--- src/rtl/rf_arb_pkg.sv ---
// Shared types for the register-file write-port arbiter: request record and grant encoding.
package rf_arb_pkg;

    localparam int REG_AW = 5;
    localparam int XLEN   = 32;

    typedef struct packed {
        logic [REG_AW-1:0] waddr;
        logic [XLEN-1:0]   wdata;
    } wb_req_t;

    typedef enum logic [1:0] {
        GNT_NONE,
        GNT_P,
        GNT_M
    } grant_e;

endpackage

--- src/rtl/rf_wb_arbiter_if.sv ---
// Writeback-side bus: pipeline write request, multi-cycle result channel and register file write port.
interface rf_wb_arbiter_if;
    import rf_arb_pkg::*;

    logic              p_wr;
    logic [REG_AW-1:0] p_waddr;
    logic [XLEN-1:0]   p_wdata;
    logic              m_valid;
    logic              m_ready;
    logic [REG_AW-1:0] m_waddr;
    logic [XLEN-1:0]   m_wdata;
    logic              rf_wr;
    logic [REG_AW-1:0] rf_waddr;
    logic [XLEN-1:0]   rf_wdata;

    modport master (
        output p_wr, p_waddr, p_wdata, m_valid, m_waddr, m_wdata,
        input  m_ready, rf_wr, rf_waddr, rf_wdata
    );

    modport slave (
        input  p_wr, p_waddr, p_wdata, m_valid, m_waddr, m_wdata,
        output m_ready, rf_wr, rf_waddr, rf_wdata
    );

endinterface

--- src/rtl/rf_arb_fifo.sv ---
// DEPTH-entry synchronous FIFO of writeback requests; occupancy kept in a separate 0..DEPTH count.
module rf_arb_fifo
    import rf_arb_pkg::*;
#(
    parameter  int DEPTH = 2,
    localparam int PW    = (DEPTH > 1) ? $clog2(DEPTH) : 1,
    localparam int CW    = $clog2(DEPTH + 1)
) (
    input  logic          clk,
    input  logic          rst,
    input  logic          push,
    input  logic          pop,
    input  wb_req_t       din,
    output wb_req_t       dout,
    output logic          full,
    output logic          empty,
    output logic [CW-1:0] count
);

    wb_req_t       mem [DEPTH];
    logic [PW-1:0] wr_ptr;
    logic [PW-1:0] rd_ptr;
    logic          do_push;
    logic          do_pop;

    function automatic logic [PW-1:0] next_ptr(input logic [PW-1:0] p);
        return (p == PW'(DEPTH - 1)) ? '0 : p + PW'(1);
    endfunction

    assign full    = (count == CW'(DEPTH));
    assign empty   = (count == '0);
    assign do_push = push && !full;
    assign do_pop  = pop && !empty;
    assign dout    = mem[rd_ptr];

    // NOTE: storage has no reset; stale entries are unreachable because count gates every read.
    always_ff @(posedge clk) begin
        if (do_push) mem[wr_ptr] <= din;
    end

    // NOTE: sequential state uses non-blocking assignments so every flop samples pre-edge values.
    always_ff @(posedge clk) begin
        if (rst) begin
            wr_ptr <= '0;
            rd_ptr <= '0;
            count  <= '0;
        end else begin
            if (do_push) wr_ptr <= next_ptr(wr_ptr);
            if (do_pop)  rd_ptr <= next_ptr(rd_ptr);
            count <= count + CW'(do_push) - CW'(do_pop);
        end
    end

endmodule

--- src/rtl/rf_wb_arbiter.sv ---
// Register-file write-port arbiter: pipeline writeback vs buffered multi-cycle results,
// with starvation-forced stall and a busy scoreboard feeding decode hazard detection.
module rf_wb_arbiter
    import rf_arb_pkg::*;
#(
    parameter int NREG       = 32,
    parameter int DEPTH      = 2,
    parameter int STARVE_MAX = 4
) (
    input  logic              clk,
    input  logic              rst,
    rf_wb_arbiter_if.slave    bus,
    input  logic              mc_issue,
    input  logic [REG_AW-1:0] mc_rd,
    input  logic [REG_AW-1:0] id_rs1,
    input  logic [REG_AW-1:0] id_rs2,
    input  logic [REG_AW-1:0] id_rd,
    input  logic              id_rd_wr,
    output logic              hazard_stall,
    output logic              wb_stall,
    output logic              err_drop
);

    localparam int CW = $clog2(DEPTH + 1);
    localparam int SW = $clog2(STARVE_MAX + 1);

    wb_req_t         fifo_in;
    wb_req_t         fifo_head;
    logic            fifo_full;
    logic            fifo_empty;
    logic            fifo_push;
    logic            fifo_pop;
    logic [CW-1:0]   fifo_count;
    grant_e          grant;
    logic            p_req;
    logic            p_drop;
    logic            stall_d;
    logic [SW-1:0]   starve_q;
    logic [SW-1:0]   starve_d;
    logic [NREG-1:0] busy_q;
    logic [NREG-1:0] busy_d;

    // Writes to x0 are architecturally void, so they never compete for the port.
    assign p_req       = bus.p_wr && (bus.p_waddr != '0);
    assign bus.m_ready = !fifo_full && !rst;
    assign fifo_push   = bus.m_valid && bus.m_ready;
    assign fifo_in     = '{waddr: bus.m_waddr, wdata: bus.m_wdata};

    rf_arb_fifo #(.DEPTH(DEPTH)) u_fifo (
        .clk   (clk),
        .rst   (rst),
        .push  (fifo_push),
        .pop   (fifo_pop),
        .din   (fifo_in),
        .dout  (fifo_head),
        .full  (fifo_full),
        .empty (fifo_empty),
        .count (fifo_count)
    );

    always_comb begin
        // NOTE: every output of this block gets a default first, so no path can infer a latch.
        grant  = GNT_NONE;
        p_drop = 1'b0;
        if (rst) begin
            grant = GNT_NONE;
        end else if (wb_stall) begin
            p_drop = p_req;
            if (!fifo_empty) grant = GNT_M;
        end else if (p_req) begin
            grant = GNT_P;
        end else if (!fifo_empty) begin
            grant = GNT_M;
        end
    end

    assign fifo_pop = (grant == GNT_M);

    always_comb begin
        bus.rf_wr    = 1'b0;
        bus.rf_waddr = bus.p_waddr;
        bus.rf_wdata = bus.p_wdata;
        case (grant)
            GNT_P: bus.rf_wr = 1'b1;
            GNT_M: begin
                bus.rf_wr    = (fifo_head.waddr != '0);
                bus.rf_waddr = fifo_head.waddr;
                bus.rf_wdata = fifo_head.wdata;
            end
            default: ;
        endcase
    end

    // Reaching the limit forces one stall cycle; pops and an empty FIFO reset the count.
    always_comb begin
        starve_d = starve_q;
        stall_d  = 1'b0;
        if (starve_q == SW'(STARVE_MAX)) begin
            starve_d = '0;
            stall_d  = 1'b1;
        end else if (fifo_pop || fifo_count == '0) begin
            starve_d = '0;
        end else if (grant == GNT_P) begin
            starve_d = starve_q + SW'(1);
        end
    end

    // Set is applied after clear so a same-cycle issue to the popped register wins.
    always_comb begin
        busy_d = busy_q;
        if (fifo_pop) busy_d[fifo_head.waddr] = 1'b0;
        if (mc_issue) busy_d[mc_rd] = 1'b1;
        busy_d[0] = 1'b0;
    end

    always_ff @(posedge clk) begin
        if (rst) begin
            starve_q <= '0;
            wb_stall <= 1'b0;
            err_drop <= 1'b0;
            busy_q   <= '0;
        end else begin
            starve_q <= starve_d;
            wb_stall <= stall_d;
            err_drop <= err_drop | p_drop;
            busy_q   <= busy_d;
        end
    end

    assign hazard_stall = busy_q[id_rs1] | busy_q[id_rs2] | (id_rd_wr & busy_q[id_rd]);

endmodule

--- src/flat_wrapper.sv ---
// flat-port wrapper written by rule: the top's interface ports become plain ports
module rf_wb_arbiter_flat import rf_arb_pkg::*;
#(
    parameter int NREG       = 32,
    parameter int DEPTH      = 2,
    parameter int STARVE_MAX = 4
)
  (clk, rst, mc_issue, mc_rd, id_rs1, id_rs2, id_rd, id_rd_wr, hazard_stall, wb_stall, err_drop, bus_p_wr, bus_p_waddr, bus_p_wdata, bus_m_valid, bus_m_waddr, bus_m_wdata, bus_m_ready, bus_rf_wr, bus_rf_waddr, bus_rf_wdata);
  rf_wb_arbiter_if bus_i ();
  input  logic clk;
  input  logic rst;
  input  logic mc_issue;
  input  logic [REG_AW-1:0] mc_rd;
  input  logic [REG_AW-1:0] id_rs1;
  input  logic [REG_AW-1:0] id_rs2;
  input  logic [REG_AW-1:0] id_rd;
  input  logic id_rd_wr;
  output logic hazard_stall;
  output logic wb_stall;
  output logic err_drop;
  input wire logic [$bits(bus_i.p_wr)-1:0] bus_p_wr;
  input wire logic [$bits(bus_i.p_waddr)-1:0] bus_p_waddr;
  input wire logic [$bits(bus_i.p_wdata)-1:0] bus_p_wdata;
  input wire logic [$bits(bus_i.m_valid)-1:0] bus_m_valid;
  input wire logic [$bits(bus_i.m_waddr)-1:0] bus_m_waddr;
  input wire logic [$bits(bus_i.m_wdata)-1:0] bus_m_wdata;
  output wire logic [$bits(bus_i.m_ready)-1:0] bus_m_ready;
  output wire logic [$bits(bus_i.rf_wr)-1:0] bus_rf_wr;
  output wire logic [$bits(bus_i.rf_waddr)-1:0] bus_rf_waddr;
  output wire logic [$bits(bus_i.rf_wdata)-1:0] bus_rf_wdata;
  assign bus_i.p_wr = bus_p_wr;
  assign bus_i.p_waddr = bus_p_waddr;
  assign bus_i.p_wdata = bus_p_wdata;
  assign bus_i.m_valid = bus_m_valid;
  assign bus_i.m_waddr = bus_m_waddr;
  assign bus_i.m_wdata = bus_m_wdata;
  assign bus_m_ready = bus_i.m_ready;
  assign bus_rf_wr = bus_i.rf_wr;
  assign bus_rf_waddr = bus_i.rf_waddr;
  assign bus_rf_wdata = bus_i.rf_wdata;
  rf_wb_arbiter #(.NREG(NREG), .DEPTH(DEPTH), .STARVE_MAX(STARVE_MAX)) u_core (.clk(clk), .rst(rst), .bus(bus_i), .mc_issue(mc_issue), .mc_rd(mc_rd), .id_rs1(id_rs1), .id_rs2(id_rs2), .id_rd(id_rd), .id_rd_wr(id_rd_wr), .hazard_stall(hazard_stall), .wb_stall(wb_stall), .err_drop(err_drop));
endmodule
--- config.mk ---
export PLATFORM = sky130hd
export DESIGN_NAME = rf_wb_arbiter_flat
export DESIGN_NICKNAME = d
export VERILOG_FILES = /design/src/rtl/rf_arb_pkg.sv /design/src/rtl/rf_wb_arbiter_if.sv /design/src/rtl/rf_arb_fifo.sv /design/src/rtl/rf_wb_arbiter.sv /design/src/flat_wrapper.sv
export SDC_FILE = /design/constraint.sdc
export NUM_CORES = 1
export LEC_CHECK = 0
export ABC_AREA = 0
export BUFFER_PORTS_ARGS = -buffer_cell sky130_fd_sc_hd__buf_2
export CAP_MARGIN = 20
export CORE_ASPECT_RATIO = 0.75
export CORE_UTILIZATION = 30
export DETAILED_ROUTE_END_ITERATION = 12
export PLACE_DENSITY = 0.61
export SETUP_SLACK_MARGIN = 0.2
export SYNTH_ARGS = -nofsm -noshare
export SYNTH_HDL_FRONTEND = slang
export SYNTH_SLANG_ARGS = --single-unit
--- constraint.sdc ---
create_clock -name clk -period 3.2 [get_ports clk]
set_input_delay 0 -clock clk [delete_from_list [all_inputs] [get_ports clk]]
set_output_delay 0 -clock clk [all_outputs]
set_load 0.02 [all_outputs]
Word level (Yosys, flattened, before mapping)
Memories as Yosys holds them, arrays and structs flattened. A register that Yosys moved wholly into a read port is not among the register bits.
Cells that the tools add are included.
{"block": "op_classes", "n_addsub": 5, "n_lt_le_gt_ge": 7, "eq_ne": 4, "mux": 28, "bitwise": 7, "n_reduce_logical": 15}
{"operator": "32-bit 2-to-1 mux", "n": 3}
{"operator": "32-bit AND", "n": 1}
{"operator": "32-bit NOT", "n": 1}
{"operator": "32-bit bitwise OR", "n": 1}
{"operator": "5-bit by 6-bit < comparator with 1-bit output, second input constant", "n": 5}
{"operator": "1-bit binary-select mux with 5-bit select", "n": 3}
{"operator": "1-bit 2-to-1 mux", "n": 14}
{"operator": "1-bit demux with 5-bit select", "n": 2}
{"operator": "5-bit by 1-bit greater-or-equal comparator with 1-bit output, second input constant", "n": 2}
{"operator": "5-bit nonzero test", "n": 2}
{"operator": "2-bit 2-to-1 mux", "n": 4}
{"operator": "1-bit logical AND", "n": 7}
{"operator": "5-bit 2-to-1 mux", "n": 1}
{"operator": "2-bit == test, second input constant", "n": 2}
{"operator": "3-bit by 1-bit adder with 3-bit output, second input constant", "n": 1}
{"operator": "3-bit == test, second input constant", "n": 1}
{"operator": "1-bit logical NOT", "n": 3}
{"operator": "1-bit bitwise OR", "n": 3}
{"operator": "3-bit OR reduction", "n": 1}
{"operator": "1-bit adder, second input constant", "n": 2}
{"operator": "2-bit by 1-bit adder with 2-bit output", "n": 1}
{"operator": "2-bit by 1-bit == test with 1-bit output, second input constant", "n": 1}
{"operator": "2-bit logical NOT", "n": 1}
{"operator": "1-bit one-hot mux with 2 select lines", "n": 1}
{"operator": "3 further kinds", "n": 3}
{"block": "totals", "ff_bits": 41, "mem_bits_rw": 74, "input_bits": 100, "wordCells": 75, "n_memories": 1}
{"name": "u_core.u_fifo.mem", "depth": 2, "width": 37, "rd": 1, "rd_clocked_by_memory_dff": 1, "write_ports": 1, "line_no": "rf_arb_fifo.sv:20", "source": "wb_req_t mem [DEPTH];"}

Depth between registers and ports, before layout
{"block": "logic_depth", "ltp_word": 9, "depth_mapped": 13, "depth_no_buf": 12}

By module
Synthesis repeated with hierarchy kept, for this count alone.
{"block": "unflattened", "cells_unflattened": 469, "area_unflattened_um2": 5755.5}
{"mod": "rf_arb_fifo", "instances": 1, "cells_per_inst": 142, "area_per_inst_um2": 2900.3, "seq_area_each_um2": 2322.2}
{"mod": "rf_wb_arbiter", "instances": 1, "cells_per_inst": 327, "area_per_inst_um2": 2855.2, "seq_area_each_um2": 720.7}

Worst setup path after synthesis
OpenSTA, ideal clock, no wires.
{"block": "synth_path", "path_type": "register to register", "startpoint": "register u_core.u_fifo.count[0]", "endpoint": "memory u_core.u_fifo.mem[0][0] in the netlist's numbering, enable pin", "setup_ns": 0.431, "arrival_ns": 2.579, "path_slack_ns": 0.189, "path_stages_with_launch": 5, "n_path_buf": 0, "synth_period_minus_slack_ns": 3.011, "path_cell_list": "dfxtp_1 -> inv_1 -> a21oi_1 -> nand2_1 -> nor2_1"}
{"block": "synth_via", "elab_chain_len": 7}
{"item": "start: declaration", "line_no": "rf_arb_fifo.sv:17", "source": "output logic [CW-1:0] count"}
{"item": "start signal: assignment", "line_no": "rf_arb_fifo.sv:50", "source": "count <= count + CW'(do_push) - CW'(do_pop);"}
{"item": "2-bit == test", "line_no": "rf_arb_fifo.sv:30", "source": "assign full = (count == CW'(DEPTH));"}
{"item": "1-bit logical NOT", "line_no": "rf_wb_arbiter.sv:45", "source": "assign bus.m_ready = !fifo_full && !rst;"}
{"item": "1-bit logical AND", "line_no": "rf_wb_arbiter.sv:45"}
{"item": "named net bus_m_ready", "line_no": "flat_wrapper.sv:27", "source": "output wire logic [$bits(bus_i.m_ready)-1:0] bus_m_ready;"}
{"item": "1-bit logical AND", "line_no": "rf_wb_arbiter.sv:46", "source": "assign fifo_push = bus.m_valid && bus.m_ready;"}
{"item": "1-bit logical AND", "line_no": "rf_arb_fifo.sv:32", "source": "assign do_push = push && !full;"}
{"item": "1-bit 2-to-1 mux", "line_no": "rf_arb_fifo.sv:38", "source": "if (do_push) mem[wr_ptr] <= din;"}
{"item": "1-bit 2-to-1 mux (implied by the code)", "line_no": "rf_arb_fifo.sv:38"}
{"item": "end: declaration", "line_no": "rf_arb_fifo.sv:20"}
The timed path passes the listed nets, and every way through them passes these cells.

Worst setup path after layout
{"block": "layout_path", "startpoint": "input port bus_p_waddr[2]", "endpoint": "output port bus_rf_wdata[27]"}
{"block": "layout_via", "elab_chain_len": 7}
{"item": "start: declaration", "line_no": "flat_wrapper.sv:22", "source": "input wire logic [$bits(bus_i.p_waddr)-1:0] bus_p_waddr;"}
{"item": "5-bit nonzero test", "line_no": "rf_wb_arbiter.sv:44", "source": "assign p_req = bus.p_wr && (bus.p_waddr != '0);"}
{"item": "1-bit logical AND", "line_no": "rf_wb_arbiter.sv:44"}
{"item": "2-bit 2-to-1 mux", "line_no": "rf_wb_arbiter.sv:70", "source": "end else if (p_req) begin"}
{"item": "2-bit 2-to-1 mux", "line_no": "rf_wb_arbiter.sv:67", "source": "end else if (wb_stall) begin"}
{"item": "2-bit 2-to-1 mux", "line_no": "rf_wb_arbiter.sv:65", "source": "if (rst) begin"}
{"item": "2-bit == test", "line_no": "rf_wb_arbiter.sv:83", "source": "case (grant)"}
{"item": "32-bit 2-to-1 mux", "line_no": "rf_wb_arbiter.sv:83"}
{"item": "end: declaration", "line_no": "flat_wrapper.sv:30", "source": "output wire logic [$bits(bus_i.rf_wdata)-1:0] bus_rf_wdata;"}
Every way passes these cells.

==> metrics <==
Initial Utilization=0.307; post-synthesis simple-gate area fraction=0.136; total power divided by cell area=498 nW/µm²; Total Neg Setup Slack=0 ns; Synth Cell Area=5680 µm²; origin of the critical flop-to-flop path=u_core.u_fifo.count[1]$_SDFF_PP0_; Synth warnings=0; slew margin rel.=0.359; Initial DRC Count=349; clk slew on worst S/H paths=0.05 ns; Final HPWL DP=10.3 mm; worst r2r path cells=9; routed vias=4665; fraction of layout cells with a size suffix above 1=0.273; main flop type after synthesis=edfxtp_1; post-layout util=0.409; Multi-input gate area=2470 µm²; Post-Synth Adder-Cell Area=0.0132; # nets final=808; most instantiated cells after synthesis=74 x a21oi_1, 74 x edfxtp_1, 58 x nor2_1; Initial DRT Pass Iterations=7; CTS H-tree depth=4; CTS tree=yes; Synth area leaders=edfxtp_1 39%, dfxtp_1 14%, mux2i_1 7.4%; slowest stage cell, crit path=or4_1; IO buf count=141; Layout Cells excl Fill=962; Congestion Overflow GR=0; Wirelength per Cell=14.7 µm; cts bufs inserted=17; Power, Total=3770 µW; Worst Setup SP=bus_p_waddr[2]; initial antenna violation count=0; Max Clock Skew=0.00751 ns; crit end category=output port; vias in the first global route=4369; Crit path largest cell delay=0.57 ns; Seq cells post-synth=115; Post-synth EDFFs=74; largest net degree at the start of global routing=50; hold slack final=0.0192 ns; Worst Path Arrival=2.59 ns; Critical Path Source Type=input port; count of different cell masters after synthesis=43; HP Class=in2reg; Placed Cells=890; Area Growth Syn to Fin=33.4%; CP Cell Sequence=buf_2 -> or4_1 -> o21ai_0 -> o21ai_0 -> inv_1 -> ha_2 -> buf_4 -> buf_4 -> nor2_1 -> a21oi_1 -> buf_2; Final setup viols=0; ys async rst share=0; Clock Latency Late Sink=0.40 ns; RSZ-0062 raised after global routing=false; total core area=18500 µm²; status=complete, no violations; Die Ht=121 µm; Total GRT Usage=0.151; first-pass GRT wire length=22.5 mm; post-DR vias/cell=4.85; Min-Delay Startpoint=mc_rd[4]; LEAKAGE=0.00287 µW; Die W=161 µm; Peak VDD IR=384 µV; DRC=0; Crit Path Class=in2out; Final Hold Fails=0; FILL cells=1812; mux cell area share after synthesis=0.157; root buf cell=clkbuf_16; Resized cells post-CTS=0; XOR/XNOR Fraction of Synth Area=0.00926; GP Congestion=0.861; fmax=386 MHz; fin crit share=0.810; FF/Latch Area=3040 µm²; count of pins over their slew limit=0; Post-Synthesis Cells=523; # IOs=142; Slew @ Worst Pin=0.959 ns; sequential element share of the synthesized area=0.536; number of sinks on the clock net=115; Row Count=43; hold-critical path depth=4; Synthesized Nets=629; critical path required time=3.20 ns; Mean Syn Cell Area=10.9 µm²; Max Root-Sink Buffers=2; cell taking the most area after synthesis=edfxtp_1; fin crit period=2.59 ns; Compound-Gate Fraction of Synth Area=0.117; Total Routed Length=14.2 mm; n_diodes=0; largest family of logic cells by synthesized area=multiplexers; Crit Path Max Fanout=49; max_cap viols=0; Post-DRT Antenna Nets=0; post-synth top area share=0.392; die area=19500 µm²
-- cells by family after synthesis --
kind of cell,after synthesis
adders and majority gates,6
buffers and inverters,42
AOI/OAI and AO/OA,125
xor gates and xnor gates,6
and+or+nand+nor,164
DFF,115
muxes,65
-- cell type report --
cell class,instances,area share
Sequential cell,115,0.402
Multi-Input combinational cell,366,0.326
Timing Repair Buffer,187,0.152
Clock buffer,29,0.0688
Tap cell,247,0.0408
Inverter,15,0.00744
Clock inverter,3,0.00231
-- critical path: cells and delay by family --
kind	cells	cell delay, ns
adders and majority gates	1	0.16
AOI/OAI and AO/OA	3	0.61
buffers and inverters	5	1.14
and+or+nand+nor	2	0.66
-- routing by layer --
metal  wire length [µm]  track usage  share of wire  up-vias
li1                   -            -              -     2304
met1               6850        0.207           0.48     2160
met2               6060        0.229           0.43      189
met3               1120       0.0437          0.079       12
met4                133       0.0442         0.0094        0
met5                  0            0              0        -
-- registers in the layout, summed over array words and instances (netlist names), named ones only --
signal / flops
u_core.u_fifo.wr_ptr: 1
u_core.starve_q: 3
u_core.u_fifo.rd_ptr: 1
u_core.busy_q: 31
u_core.err_drop: 1
u_core.u_fifo.mem: 74
u_core.u_fifo.count: 2
u_core.wb_stall: 1
-- cells in the final DEF, fill, tap and decap left out, types with 8 or more instances in the layout --
cell type,netlist,final
dlygate4sd3_1,0,40
buf_2,3,141
nand2b_1,8,8
mux4_2,11,11
inv_1,15,15
mux2i_1,42,42
dfxtp_1,41,40
o21ai_0,36,36
nor2_1,58,57
clkbuf_16,0,17
a21oi_1,74,74
nand2_1,53,53
edfxtp_1,74,74
-- timing repair --
action / CTS / global route
endpoints found under the setup margin: 0 / 0
hold buffers: 40 / 0
endpoints found under the hold margin: 88 / 0
setup buffers: 0 / 0
-- path summary, 6_finish.rpt --
kind | to | slack [ns]
worst min register to register | u_core.err_drop$_SDFF_PP0_ | 0.47
worst max-delay path | bus_rf_wdata[27] | 0.61
worst min-delay path | u_core.busy_q[1]$_SDFF_PP0_ | 0.02
worst max register to register | u_core.busy_q[19]$_SDFF_PP0_ | 1.05
-- metrics by stage --
step	cell area, µm²	setup WS [ns]
after global routing	7570	0.313
final	7570	0.609
after global placement	6630	0.695
after CTS	7570	0.624
after detailed placement	6630	0.628
after floorplan	5680	0.796
-- where the power goes --
part / internal, µW / switching (µW)
combinational: 178 / 241
sequential: 1630 / 21.1
clock: 1090 / 604
total: 2900 / 867
(Power assumes the default switching activity.)
